==> src/rtl/mem_copy_engine.sv <==
// Byte-serial block copier that drives the single-port data memory.
// Each byte takes one READ cycle and one WRITE cycle; the bytes moved are XOR-folded into Checksum.
module mem_copy_engine #(
  parameter int unsigned W = 8,
  parameter int unsigned A = 8
) (
  input  logic         Clk,
  input  logic         Reset,
  input  logic         Start,
  input  logic [A-1:0] SrcAddr,
  input  logic [A-1:0] DstAddr,
  input  logic [A:0]   Len,
  output logic         Busy,
  output logic         Done,
  output logic [W-1:0] Checksum,
  output logic         MemWriteEn,
  output logic [A-1:0] MemAddress,
  output logic [W-1:0] MemDataOut,
  input  logic [W-1:0] MemDataIn
);

  localparam logic [1:0] S_IDLE  = 2'd0;
  localparam logic [1:0] S_READ  = 2'd1;
  localparam logic [1:0] S_WRITE = 2'd2;
  localparam logic [1:0] S_DONE  = 2'd3;

  logic [1:0]   state_q, state_d;
  logic [A-1:0] src_ptr_q, src_ptr_d;
  logic [A-1:0] dst_ptr_q, dst_ptr_d;
  logic [A:0]   remaining_q, remaining_d;
  logic [W-1:0] data_q, data_d;
  logic [W-1:0] checksum_q, checksum_d;

  always_comb begin
    state_d     = state_q;
    src_ptr_d   = src_ptr_q;
    dst_ptr_d   = dst_ptr_q;
    remaining_d = remaining_q;
    data_d      = data_q;
    checksum_d  = checksum_q;
    case (state_q)
      S_IDLE: begin
        if (Start) begin
          src_ptr_d   = SrcAddr;
          dst_ptr_d   = DstAddr;
          remaining_d = Len;
          checksum_d  = '0;
          state_d     = (Len == '0) ? S_DONE : S_READ;
        end
      end
      S_READ: begin
        data_d     = MemDataIn;
        checksum_d = checksum_q ^ MemDataIn;
        src_ptr_d  = src_ptr_q + A'(1);
        state_d    = S_WRITE;
      end
      S_WRITE: begin
        dst_ptr_d   = dst_ptr_q + A'(1);
        remaining_d = remaining_q - (A+1)'(1);
        state_d     = (remaining_q == (A+1)'(1)) ? S_DONE : S_READ;
      end
      default: state_d = S_IDLE;
    endcase
  end

  always_ff @(posedge Clk) begin
    if (Reset) begin
      state_q     <= S_IDLE;
      src_ptr_q   <= '0;
      dst_ptr_q   <= '0;
      remaining_q <= '0;
      data_q      <= '0;
      checksum_q  <= '0;
    end else begin
      state_q     <= state_d;
      src_ptr_q   <= src_ptr_d;
      dst_ptr_q   <= dst_ptr_d;
      remaining_q <= remaining_d;
      data_q      <= data_d;
      checksum_q  <= checksum_d;
    end
  end

  // Bus outputs are zero outside READ/WRITE so the datapath can share the memory while idle.
  always_comb begin
    MemAddress = '0;
    MemDataOut = '0;
    MemWriteEn = 1'b0;
    case (state_q)
      S_READ:  MemAddress = src_ptr_q;
      S_WRITE: begin
        MemAddress = dst_ptr_q;
        MemDataOut = data_q;
        MemWriteEn = 1'b1;
      end
      default: ;
    endcase
  end

  assign Busy     = (state_q == S_READ) || (state_q == S_WRITE);
  assign Done     = (state_q == S_DONE);
  assign Checksum = checksum_q;

endmodule

==> config.mk <==
export PLATFORM = sky130hd
export DESIGN_NAME = mem_copy_engine
export DESIGN_NICKNAME = d
export VERILOG_FILES = /design/src/rtl/mem_copy_engine.sv
export SDC_FILE = /design/constraint.sdc
export NUM_CORES = 1
export LEC_CHECK = 0
export CAP_MARGIN = 5
export CORE_MARGIN = 3
export CORE_UTILIZATION = 49
export CTS_BUF_LIST = sky130_fd_sc_hd__clkbuf_8 sky130_fd_sc_hd__clkbuf_16
export CTS_CLUSTER_SIZE = 40
export DETAILED_ROUTE_END_ITERATION = 8
export PLACE_DENSITY = 0.87
export SETUP_SLACK_MARGIN = 0.02
export SYNTH_ARGS = -nofsm -noshare
export SYNTH_HDL_FRONTEND = slang
export SYNTH_SLANG_ARGS = --single-unit
==> constraint.sdc <==
create_clock -name Clk -period 2.2 [get_ports Clk]
set_clock_uncertainty 0.15 [all_clocks]
set_input_delay 0.33 -clock Clk [delete_from_list [all_inputs] [get_ports Clk]]
set_output_delay 0.33 -clock Clk [all_outputs]
set_load 0.05 [all_outputs]
==> metrics.md, run 1 <==
| Metric | Value |
|---|---|
| Yosys warns | `0` |
| Final number of setup-violating endpoints | `0` |
| Post-placement worst setup slack | `0.1427 ns` |
| Number of flops mapped to enable cells by yosys | `0` |
| Flop2flop setup slack | `roughly 0.15 ns` |
| DR pass1 iterations | `4` |
| Post-synthesis instance area | `0.002499 mm²` |
| Pint | `1.427 mW` |
| Cell type group with the largest total delay on the critical path | `adder cells` |
| Power dissipated by switching net loads | `0.7458 mW` |
| Buf+Inv Stages, Crit Path | `2` |
| Post-route minimum period | `2.134 ns` |
| DRC violation count after routing | `0` |
| Final wirelength | `7242 µm` |
| Logic depth of the worst register-to-register path | `9` |
| Number of hold violations in the final report | `0` |
| Area of the die | `0.005992 mm²` |
| Number of synthesized register bits | `43` |
| Setup Crit Path Kind | `reg2out` |
| Commonest register cell after synthesis | `sky130_fd_sc_hd__dfxtp_1` |
| DRC marker count from the first detailed-route iteration | `around 150` |
| Final Wtd Congestion | `0.8827` |
| Final-layout fill cell count | `352` |
| Wirelength per Cell | `16.20 µm` |
| Count of different cell masters after synthesis | `53` |
| Final worst setup slack | `between 0.06 and 0.07 ns` |
| GRT Total Usage | `24.02%` |
| Port buffer count | `slightly above 60` |
| Via count of the routed design | `between 2k and 3k` |
| Max frequency | `468.5 MHz` |
| Proportion of power drawn by flip-flops and latches | `43.1%` |
| Tightest Pin Transition | `0.5434 ns` |
| Worst Setup Start Kind | `flip-flop` |
| Instance count along the most critical hold path | `2` |
| Number of gates on the worst path with buffers counted | `4` |
| Fraction of final layout cells with drive strength greater than 1 | `21.05%` |
| Core Util, Final | `76.44%` |
| CTS tree | `yes` |
| H-tree depth reported by CTS | `2` |
| Count of nets after finishing | `425` |
| Number of global-route vias before repair | `2511` |
| Number of buffers created by CTS | `5` |
| Register Area | `just under 900 µm²` |
| Outcome | `completed` |
| Relative contribution of the clock network to total power | `between 20% and 30%` |
| Syn_area_per_cell | `8.086 µm²` |
| Pin count of the biggest net entering global routing | `23` |
| Slowest stage cell on the critical path | `sky130_fd_sc_hd__ha_2` |
| Worst IR drop on VDD | `438.4 µV` |
| Post-route setup TNS | `0 ns` |
| CTS clock-pin slew for the worst setup and hold paths | `0.08 ns` |
| Setup repair after global routing missed its margin | `true` |
| Cell breakdown of the critical path | `inv_1, ha_2, a21boi_4, buf_12` |
| Floorplan core area | `0.004817 mm²` |
| Layout overhead on the synthesized area | `47.37%` |
| Post-synthesis async set-or-reset flop share | `0%` |
| Area of the multi-input gates | `0.001653 mm²` |
| Fraction of power consumed by combinational cells | `35.3%` |
| Number of instances in the synthesized netlist | `309` |
| Overall overflow remaining after global route | `0` |
| Tightest hold margin | `0.3475 ns` |
| Boundary Pins | `63` |
| Number of buffers inserted for hold repair after clock tree synthesis | `0` |
| Chip Width | `77.41 µm` |
| Worst path required time | `1.72 ns` |
| Path class of the lowest-slack min-delay path | `reg2reg` |
| Root buffer cell | `sky130_fd_sc_hd__clkbuf_8` |
| Number of antenna-violating nets in the routed design | `0` |
| Highest net fanout along the worst path | `9` |
| Floorplan die height | `77.41 µm` |
| Switching Fraction | `34.32%` |
| Number of inserted diodes | `0` |
| Syn_nets | `353` |
| Clock latency on the worst-skew pair | `approximately 0.30 ns` |
| Cell Rows | `25` |
| TritonCTS Sinks | `43` |
| Detail Placement HPWL | `5196 µm` |
| Power per cell area | `590.1 mW/mm²` |
| Global-route wire length before repair | `11670 µm` |
| Sequential fraction of the synthesis area | `between 30 and 40%` |
| Clk buf depth | `2` |
| Drt via density | `5.908` |
| Crit end category | `primary output` |
| Number of max-cap violations | `0` |
| Count of pins over their slew limit | `0` |
| Initial antenna violation count | `0` |
| Data arrival, critical path | `1.65 ns` |
| Leakage power total | `1.349 nW` |
| Initial core utilization | `about half` |
| Most common cell after layout, fill and taps aside | `sky130_fd_sc_hd__clkdlybuf4s50_1` |
| Final critical-path share of the clock period | `approximately 97%` |
| Top library cells by usage in the layout, fill and taps aside | `43 x sky130_fd_sc_hd__clkdlybuf4s50_1, 42 x sky130_fd_sc_hd__dfxtp_1, 32 x sky130_fd_sc_hd__nor2_1` |
| Stage delay of the slowest cell on the critical path | `between 0.4 and 0.5 ns` |
| Relative max-transition margin | `63.44%` |
==> final timing paths <==
check                  endpoint   startpoint
hold / removal      Checksum[7]  Checksum[7]
setup reg to reg    Checksum[2]   state_q[1]
hold reg to reg     Checksum[7]  Checksum[7]
setup / recovery  MemAddress[7]   state_q[0]
==> repair_timing <==
item	CTS	global route
resized for setup	10	5
gates cloned	0	0
buffers inserted	0	3
setup endpoints to repair	8	9
hold endpoints to repair	0	0
==> stage by stage <==
stage	instance area (µm²)	power [mW]	instances
after floorplan	2590	1.398	309
after global placement	3521	1.644	438
after detailed placement	3521	1.673	438
after CTS	3642	2.149	444
after global routing	3682	2.272	447
final	3682	2.173	447
==> power by group through the flow <==
stage | Combinational [mW] | Sequential (mW) | Clock, mW
after floorplan | 0.453 | 0.946 | 0
after global placement | 0.704 | 0.940 | 0
after detailed placement | 0.728 | 0.945 | 0
after CTS | 0.747 | 0.932 | 0.470
after global routing | 0.827 | 0.945 | 0.500
final | 0.767 | 0.935 | 0.471
==> kinds of logic after synthesis <==
group / count (synthesis) / synth area share [%]
muxes: 14 / 5.859
adders and majority gates: 8 / 4.006
DFF: 43 / 34.45
and+or+nand+nor: 115 / 23.89
buffers and inverters: 28 / 4.907
AOI/OAI and AO/OA: 101 / 26.89
==> metal layers <==
layer  vias to the layer above  part of all wire [%]  track usage [%]  wire, µm
met5                         -                     0                0         0
met4                         0                   2.1            8.007       151
met3                        17                   4.4            4.524       321
met2                        84                    50            41.45      3634
met1                      1269                    43            30.00      3135
li1                       1271                     -                -         -
==> sequential cells by signal, summed over array words and instances, names as in the netlist <==
register     flops
remaining_q      9
dst_ptr_q        8
Checksum         8
src_ptr_q        8
data_q           8
state_q          2
==> synthesized netlist by cell type, types with 2 or more instances <==
master	n	area share, %
sky130_fd_sc_hd__nor2_1	32	4.8
sky130_fd_sc_hd__nor4_1	2	0.50
sky130_fd_sc_hd__o32ai_1	2	0.70
sky130_fd_sc_hd__clkbuf_1	9	1.4
sky130_fd_sc_hd__o31ai_1	2	0.60
sky130_fd_sc_hd__a22oi_1	10	3.0
sky130_fd_sc_hd__a311oi_1	4	1.4
sky130_fd_sc_hd__a21o_1	5	1.5
sky130_fd_sc_hd__nor2b_1	14	3.5
sky130_fd_sc_hd__dfxtp_1	43	34
sky130_fd_sc_hd__a32o_1	3	1.2
sky130_fd_sc_hd__buf_2	8	1.6
sky130_fd_sc_hd__a21oi_1	27	5.4
sky130_fd_sc_hd__nor3_1	7	1.4
sky130_fd_sc_hd__a41oi_1	2	0.70
sky130_fd_sc_hd__mux2i_1	12	4.8
sky130_fd_sc_hd__a221oi_1	2	0.70
sky130_fd_sc_hd__inv_1	7	1.1
sky130_fd_sc_hd__nand2_1	22	3.3
sky130_fd_sc_hd__o21ai_0	23	4.6
sky130_fd_sc_hd__nand3b_1	7	2.1
sky130_fd_sc_hd__a211oi_1	5	1.5
sky130_fd_sc_hd__nor3b_1	3	0.90
sky130_fd_sc_hd__or3_1	2	0.50
sky130_fd_sc_hd__and3_1	3	0.75
sky130_fd_sc_hd__o2bb2ai_1	4	1.4
sky130_fd_sc_hd__nand3_1	8	1.6
sky130_fd_sc_hd__o22ai_1	2	0.50
sky130_fd_sc_hd__ha_1	8	4.0
sky130_fd_sc_hd__and2_1	8	2.0
==> worst register-to-register path, stage by stage (launching register included) <==
cell and delay (ns):
sky130_fd_sc_hd__dfxtp_4 0.37, sky130_fd_sc_hd__inv_1 0.08, sky130_fd_sc_hd__ha_1 0.24, sky130_fd_sc_hd__buf_4 0.20, sky130_fd_sc_hd__clkinv_1 0.12, sky130_fd_sc_hd__buf_4 0.19, sky130_fd_sc_hd__nor2_1 0.18, sky130_fd_sc_hd__buf_4 0.19
sky130_fd_sc_hd__nand3b_1 0.10, sky130_fd_sc_hd__a21oi_1 0.16
==> area by class of cell <==
type,count,area share [%]
well taps,67,2.277
repair buffers,84,26.47
clock inverters,1,0.1019
multi-input cells,238,44.89
inverters,9,0.9174
flip-flops and latches,43,23.48
clock buffers,5,1.869
Power figures use the tool's default switching activity.
==> run 2, diff against run 1 <==
--- a/config.mk
+++ b/config.mk
@@ -9,9 +9,9 @@
 export CORE_MARGIN = 3
 export CORE_UTILIZATION = 49
 export CTS_BUF_LIST = sky130_fd_sc_hd__clkbuf_8 sky130_fd_sc_hd__clkbuf_16
-export CTS_CLUSTER_SIZE = 40
+export CTS_CLUSTER_SIZE = 12
 export DETAILED_ROUTE_END_ITERATION = 8
-export PLACE_DENSITY = 0.87
+export PLACE_DENSITY = 0.86
 export SETUP_SLACK_MARGIN = 0.02
 export SYNTH_ARGS = -nofsm -noshare
 export SYNTH_HDL_FRONTEND = slang
==> metrics.md, run 2 (synthesis gave the netlist of run 1 again) <==
| Metric | Value |
|---|---|
| Drt via density | `5.909 (was 5.908)` |
| Number of global-route vias before repair | `2504 (was 2511)` |
| Setup Crit Path Kind | `reg2out (unchanged)` |
| Critical Path Source | `state_q[0] (unchanged)` |
| Worst path required time | `1.72 ns (about the same)` |
| Count of nets after finishing | `425 (unchanged)` |
| Worst Setup Start Kind | `flip-flop (unchanged)` |
| Port buffer count | `62 (unchanged)` |
| Biggest register | `remaining_q (unchanged)` |
| Final wirelength | `7097 µm (was 7242 µm)` |
| Number of buffers inserted for hold repair after clock tree synthesis | `0 (unchanged)` |
| Start point of the worst hold path | `remaining_q[1] (was Checksum[7])` |
| Chip Width | `77.41 µm (unchanged)` |
| Final std cell area, no fill | `0.003724 mm² (was 0.003682 mm²)` |
| Core Util, Final | `77.30% (was 76.44%)` |
| Max FFs per register | `9 (unchanged)` |
| Floorplan die height | `77.41 µm (unchanged)` |
| Area of the die | `0.005992 mm² (unchanged)` |
| Endpoint of the worst-slack reg-to-reg timing path | `remaining_q[7] (was Checksum[2])` |
| Top library cells by usage in the layout, fill and taps aside | `43 x sky130_fd_sc_hd__clkdlybuf4s50_1, 41 x sky130_fd_sc_hd__dfxtp_1, 32 x sky130_fd_sc_hd__nor2_1 (was 43 x sky130_fd_sc_hd__clkdlybuf4s50_1, 42 x sky130_fd_sc_hd__dfxtp_1, 32 x sky130_fd_sc_hd__nor2_1)` |
| Max frequency | `475.9 MHz (was 468.5 MHz)` |
| DRC marker count from the first detailed-route iteration | `167 (was 146)` |
| Instance count along the most critical hold path | `2 (unchanged)` |
| Worst IR drop on VDD | `395.9 µV (was 438.4 µV)` |
| Initial antenna violation count | `0 (unchanged)` |
| Clk buf depth | `2 (unchanged)` |
| Data arrival, critical path | `1.62 ns (was 1.65 ns)` |
| Tightest Pin Transition | `0.5992 ns (was 0.5434 ns)` |
| Wirelength per Cell | `15.81 µm (was 16.20 µm)` |
| Pin count of the biggest net entering global routing | `28 (was 23)` |
| Number of antenna-violating nets in the routed design | `0 (unchanged)` |
| Final number of setup-violating endpoints | `0 (unchanged)` |
| Logic depth of the worst register-to-register path | `8 (was 9)` |
| Count of pins over their slew limit | `0 (unchanged)` |
| Met1 wire length | `3034 µm (was 3135 µm)` |
| Top layer reached by signal wires | `met4 (unchanged)` |
| Path class of the lowest-slack min-delay path | `reg2reg (unchanged)` |
| Detail Placement HPWL | `5034 µm (was 5196 µm)` |
| Post-route minimum period | `2.101 ns (was 2.134 ns)` |
| Met3 wire length | `418 µm (was 321 µm)` |
| Worst Hold Path EP | `remaining_q[1] (was Checksum[7])` |
| Outcome | `completed (unchanged)` |
| Crit end category | `primary output (unchanged)` |
| Length of routed met2 wiring | `3583 µm (was 3634 µm)` |
| Overall overflow remaining after global route | `0 (unchanged)` |
| Cell Rows | `25 (unchanged)` |
| Setup repair after global routing missed its margin | `false (was true)` |
| Leakage power total | `1.370 nW (was 1.349 nW)` |
| Initial core utilization | `51.87% (unchanged)` |
| H-tree depth reported by CTS | `2 (unchanged)` |
| DR pass1 iterations | `6 (was 4)` |
| FF-to-FF Start | `state_q[0] (was state_q[1])` |
| Post-route setup TNS | `0 ns (unchanged)` |
| Layout overhead on the synthesized area | `49.02% (was 47.37%)` |
| Number of max-cap violations | `0 (unchanged)` |
| Clock latency on the worst-skew pair | `0.30 ns (about the same)` |
| Global-route wire length before repair | `11610 µm (was 11670 µm)` |
| Root buffer cell | `sky130_fd_sc_hd__clkbuf_8 (unchanged)` |
| CTS tree | `yes (unchanged)` |
| Area of placed instances | `0.003513 mm² (was 0.003521 mm²)` |
| CTS clock-pin slew for the worst setup and hold paths | `0.07 ns (was 0.08 ns)` |
| TritonCTS Sinks | `43 (unchanged)` |
| Highest net fanout along the worst path | `11 (was 9)` |
| GRT Total Usage | `23.39% (was 24.02%)` |
| Flop2flop setup slack | `0.18 ns (was 0.15 ns)` |
| Boundary Pins | `63 (unchanged)` |
| Number of inserted diodes | `0 (unchanged)` |
| Fraction of final layout cells with drive strength greater than 1 | `21.99% (was 21.05%)` |
| Most common cell after layout, fill and taps aside | `sky130_fd_sc_hd__clkdlybuf4s50_1 (unchanged)` |
| Via count of the routed design | `2653 (was 2641)` |
| Relative max-transition margin | `59.69% (was 63.44%)` |
| Number of buffers created by CTS | `5 (unchanged)` |
| Final Wtd Congestion | `0.8391 (was 0.8827)` |
| DRC violation count after routing | `0 (unchanged)` |
| Floorplan core area | `0.004817 mm² (unchanged)` |
| Number of hold violations in the final report | `0 (unchanged)` |
| Final critical-path share of the clock period | `95.51% (was 97.02%)` |
| Final-layout fill cell count | `334 (was 352)` |
| Power per cell area | `606.1 mW/mm² (was 590.1 mW/mm²)` |
==> run 2: cell type report <==
cell class / count / area [µm²] / share of cell area, %
Sequential cell: 43 / 863.3 / 23.19
Inverter: 9 / 33.78 / 0.9073
Multi-Input combinational cell: 238 / 1672 / 44.89
Timing Repair Buffer: 84 / 970.9 / 26.08
Clock inverter: 1 / 3.754 / 0.1008
Clock buffer: 7 / 96.34 / 2.587
Tap cell: 67 / 83.83 / 2.251
==> run 2: what timing repair did <==
item / CTS / global route
setup buffers: 0 / 4
gates cloned: 0 / 0
hold endpoints to repair: 0 / 0
gates resized for setup: 12 / 5
setup endpoints to repair: 8 / 9
pin swaps: 0 / 1
==> run 2: worst max-delay path by stage <==
stage | cells past startpoint | slack (ns) | to
after floorplan | 6 | 0.09 | MemAddress[7]
after global placement | 5 | 0.18 | state_q[1]
after detailed placement | 6 | 0.14 | src_ptr_q[7]
after CTS | 4 | 0.02 | MemAddress[7]
after global routing | 6 | 0.05 | MemAddress[0]
final | 6 | 0.1 | MemAddress[0]
==> run 2: metal layers <==
layer / up-vias / GRT usage [%]
li1: 1287 / -
met1: 1260 / 29.25
met2: 98 / 40.07
met3: 8 / 5.568
met4: 0 / 6.584
met5: - / 0
==> run 2: per-stage QoR <==
| step | hold slack, ns | instances | setup slack, ns | power [mW] |
|---|---|---|---|---|
| after floorplan | 0.2990 | 309 | 0.08555 | 1.398 |
| after global placement | 0.3201 | 437 | 0.1773 | 1.644 |
| after detailed placement | 0.3321 | 437 | 0.1400 | 1.669 |
| after CTS | 0.3455 | 445 | 0.02220 | 2.228 |
| after global routing | 0.3716 | 449 | 0.04920 | 2.368 |
| final | 0.3453 | 449 | 0.09882 | 2.257 |
==> run 2: critical path, stage by stage, from the launching register on <==
cell,delay [ns]
sky130_fd_sc_hd__dfxtp_2,0.39
sky130_fd_sc_hd__inv_1,0.12
sky130_fd_sc_hd__ha_4,0.19
sky130_fd_sc_hd__buf_4,0.19
sky130_fd_sc_hd__a22oi_2,0.22
sky130_fd_sc_hd__nor2b_4,0.07
sky130_fd_sc_hd__buf_12,0.15
==> run 2: power by group <==
group	leakage (nW)	total, mW	switching [mW]	internal (mW)
registers	0.353	0.937	0.0823	0.855
logic	0.961	0.774	0.402	0.371
clock network	0.0557	0.546	0.264	0.282
total	1.37	2.26	0.749	1.51
==> run 3, diff against run 2 <==
--- a/config.mk
+++ b/config.mk
@@ -8,7 +8,6 @@
 export CAP_MARGIN = 5
 export CORE_MARGIN = 3
 export CORE_UTILIZATION = 49
-export CTS_BUF_LIST = sky130_fd_sc_hd__clkbuf_8 sky130_fd_sc_hd__clkbuf_16
 export CTS_CLUSTER_SIZE = 12
 export DETAILED_ROUTE_END_ITERATION = 8
 export PLACE_DENSITY = 0.86
==> metrics.md, run 3 (synthesis gave the netlist of run 1 again) <==
| Metric | Value |
|---|---|
| Outcome | `completed (unchanged)` |
| Count of nets after finishing | `425 (unchanged)` |
| Setup repair after global routing missed its margin | `false (unchanged)` |
| Number of buffers inserted for hold repair after clock tree synthesis | `0 (unchanged)` |
| Worst Setup Start Kind | `flip-flop (unchanged)` |
| Relative max-transition margin | `59.98% (was 59.69%)` |
| Clk buf depth | `2 (unchanged)` |
| Number of buffers created by CTS | `5 (unchanged)` |
| Floorplan die height | `77.41 µm (unchanged)` |
| Layout overhead on the synthesized area | `49.02% (unchanged)` |
| Power dissipated by switching net loads | `0.7500 mW (was 0.7488 mW)` |
| Via count of the routed design | `2641 (was 2653)` |
| Detail Placement HPWL | `5034 µm (unchanged)` |
| Drt via density | `5.882 (was 5.909)` |
| Fraction of power consumed by combinational cells | `34.1% (was 34.3%)` |
| Data arrival, critical path | `1.62 ns (about the same)` |
| Final number of setup-violating endpoints | `0 (unchanged)` |
| Tightest hold margin | `0.3440 ns (was 0.3453 ns)` |
| Leakage power total | `1.366 nW (was 1.370 nW)` |
| H-tree depth reported by CTS | `2 (unchanged)` |
| Most common cell after layout, fill and taps aside | `sky130_fd_sc_hd__clkdlybuf4s50_1 (unchanged)` |
| Port buffer count | `62 (unchanged)` |
| Cell Rows | `25 (unchanged)` |
| Final Wtd Congestion | `0.8391 (unchanged)` |
| Area of the die | `0.005992 mm² (unchanged)` |
| CTS clock-pin slew for the worst setup and hold paths | `0.07 ns (about the same)` |
| Post-route setup TNS | `0 ns (unchanged)` |
| Register Area | `863.3 µm² (unchanged)` |
| GRT Total Usage | `23.39% (unchanged)` |
| Fraction of final layout cells with drive strength greater than 1 | `21.99% (unchanged)` |
| Initial core utilization | `51.87% (unchanged)` |
| Number of global-route vias before repair | `2504 (unchanged)` |
| Final critical-path share of the clock period | `95.37% (was 95.51%)` |
| Final wirelength | `7080 µm (was 7097 µm)` |
| Initial antenna violation count | `0 (unchanged)` |
| Number of antenna-violating nets in the routed design | `0 (unchanged)` |
| Final-layout fill cell count | `334 (unchanged)` |
| Max frequency | `476.6 MHz (was 475.9 MHz)` |
| Crit end category | `primary output (unchanged)` |
| Switching Fraction | `33.15% (was 33.18%)` |
| Max FFs per register | `9 (unchanged)` |
| Number of inserted diodes | `0 (unchanged)` |
| Path class of the lowest-slack min-delay path | `reg2reg (unchanged)` |
| TritonCTS Sinks | `43 (unchanged)` |
| Tightest Pin Transition | `0.5948 ns (was 0.5992 ns)` |
| Final worst setup slack | `0.1020 ns (was 0.09882 ns)` |
| Worst path required time | `1.72 ns (about the same)` |
| Biggest register | `remaining_q (unchanged)` |
| DRC violation count after routing | `0 (unchanged)` |
| Floorplan core area | `0.004817 mm² (unchanged)` |
| Clock latency on the worst-skew pair | `0.30 ns (about the same)` |
| Relative contribution of the clock network to total power | `24.4% (was 24.2%)` |
| Post-route minimum period | `2.098 ns (was 2.101 ns)` |
| Wirelength per Cell | `15.77 µm (was 15.81 µm)` |
| Global-route wire length before repair | `11610 µm (unchanged)` |
| Pin count of the biggest net entering global routing | `28 (unchanged)` |
| Power per cell area | `607.7 mW/mm² (was 606.1 mW/mm²)` |
| Proportion of power drawn by flip-flops and latches | `41.4% (was 41.5%)` |
| Top library cells by usage in the layout, fill and taps aside | `43 x sky130_fd_sc_hd__clkdlybuf4s50_1, 41 x sky130_fd_sc_hd__dfxtp_1, 32 x sky130_fd_sc_hd__nor2_1 (unchanged)` |
| Count of pins over their slew limit | `0 (unchanged)` |
| Chip Width | `77.41 µm (unchanged)` |
| Boundary Pins | `63 (unchanged)` |
| Root buffer cell | `sky130_fd_sc_hd__clkbuf_8 (unchanged)` |
| DRC marker count from the first detailed-route iteration | `167 (unchanged)` |
| CTS tree | `yes (unchanged)` |
| Highest net fanout along the worst path | `11 (unchanged)` |
| Number of hold violations in the final report | `0 (unchanged)` |
| Overall overflow remaining after global route | `0 (unchanged)` |
| Worst IR drop on VDD | `397.4 µV (was 395.9 µV)` |
| Pint | `1.513 mW (was 1.508 mW)` |
| Setup Crit Path Kind | `reg2out (unchanged)` |
| Post-placement worst setup slack | `0.1400 ns (unchanged)` |
| Number of max-cap violations | `0 (unchanged)` |
| Area of the multi-input gates | `0.001672 mm² (unchanged)` |
| DR pass1 iterations | `5 (was 6)` |
==> run 3: cell count changes in the layout (fill, tap and decap cells not counted), sizes merged <==
| cell | delta |
|---|---|
| inv | -1 |
| clkbuf | +1 |
==> run 3: path summary, 6_finish.rpt <==
| check | to | from | depth (start not counted) | slack (ns) |
|---|---|---|---|---|
| hold reg to reg | remaining_q[1] | remaining_q[1] | 2 | 0.34 |
| setup reg to reg | dst_ptr_q[7] | state_q[0] | 8 | 0.18 |
| setup / recovery | MemAddress[0] | state_q[0] | 6 | 0.10 |
| hold / removal | remaining_q[1] | remaining_q[1] | 2 | 0.34 |
==> run 3: cell type report <==
class | count | share of cell area [%]
inverter | 9 | 0.9073
clock buffer | 8 | 2.688
tap | 67 | 2.251
timing repair buffer | 84 | 26.08
sequential | 43 | 23.19
multi-input combinational | 238 | 44.89
==> run 3: repair_timing <==
item	4_1_cts	5_1_grt
setup endpoints to repair	8	9
buffers inserted	0	4
resized for setup	12	5
pin swaps	0	1
==> run 3: routing by layer <==
layer	routed length [µm]	GRT usage, %	up-vias
li1	-	-	1281
met1	2975	29.25	1245
met2	3573	40.07	107
met3	468	5.568	8
met4	63	6.584	0
met5	0	0	-
==> run 3: worst max-delay path: stages (launching register included) <==
cell and delay, ns:
sky130_fd_sc_hd__dfxtp_2 0.39, sky130_fd_sc_hd__inv_1 0.12, sky130_fd_sc_hd__ha_4 0.19, sky130_fd_sc_hd__buf_4 0.19, sky130_fd_sc_hd__a22oi_2 0.22, sky130_fd_sc_hd__nor2b_4 0.07, sky130_fd_sc_hd__buf_12 0.15
==> run 3: power groups by stage <==
stage,clock network [mW],logic [mW],registers [mW]
after floorplan,0,0.453,0.946
final,0.553,0.773,0.937
after CTS,0.556,0.745,0.932
after global placement,0,0.704,0.940
after detailed placement,0,0.725,0.945
after global routing,0.590,0.837,0.946
==> run 3: through the flow <==
stage	std cells	area, µm²	utilization, %	total power, mW
3_5_place_dp	437	3513	72.94	1.669
2_1_floorplan	309	2590	-	1.398
6_report	449	3724	77.30	2.263
4_1_cts	445	3669	76.16	2.233
3_3_place_gp	437	3513	72.94	1.644
5_1_grt	449	3724	77.30	2.372
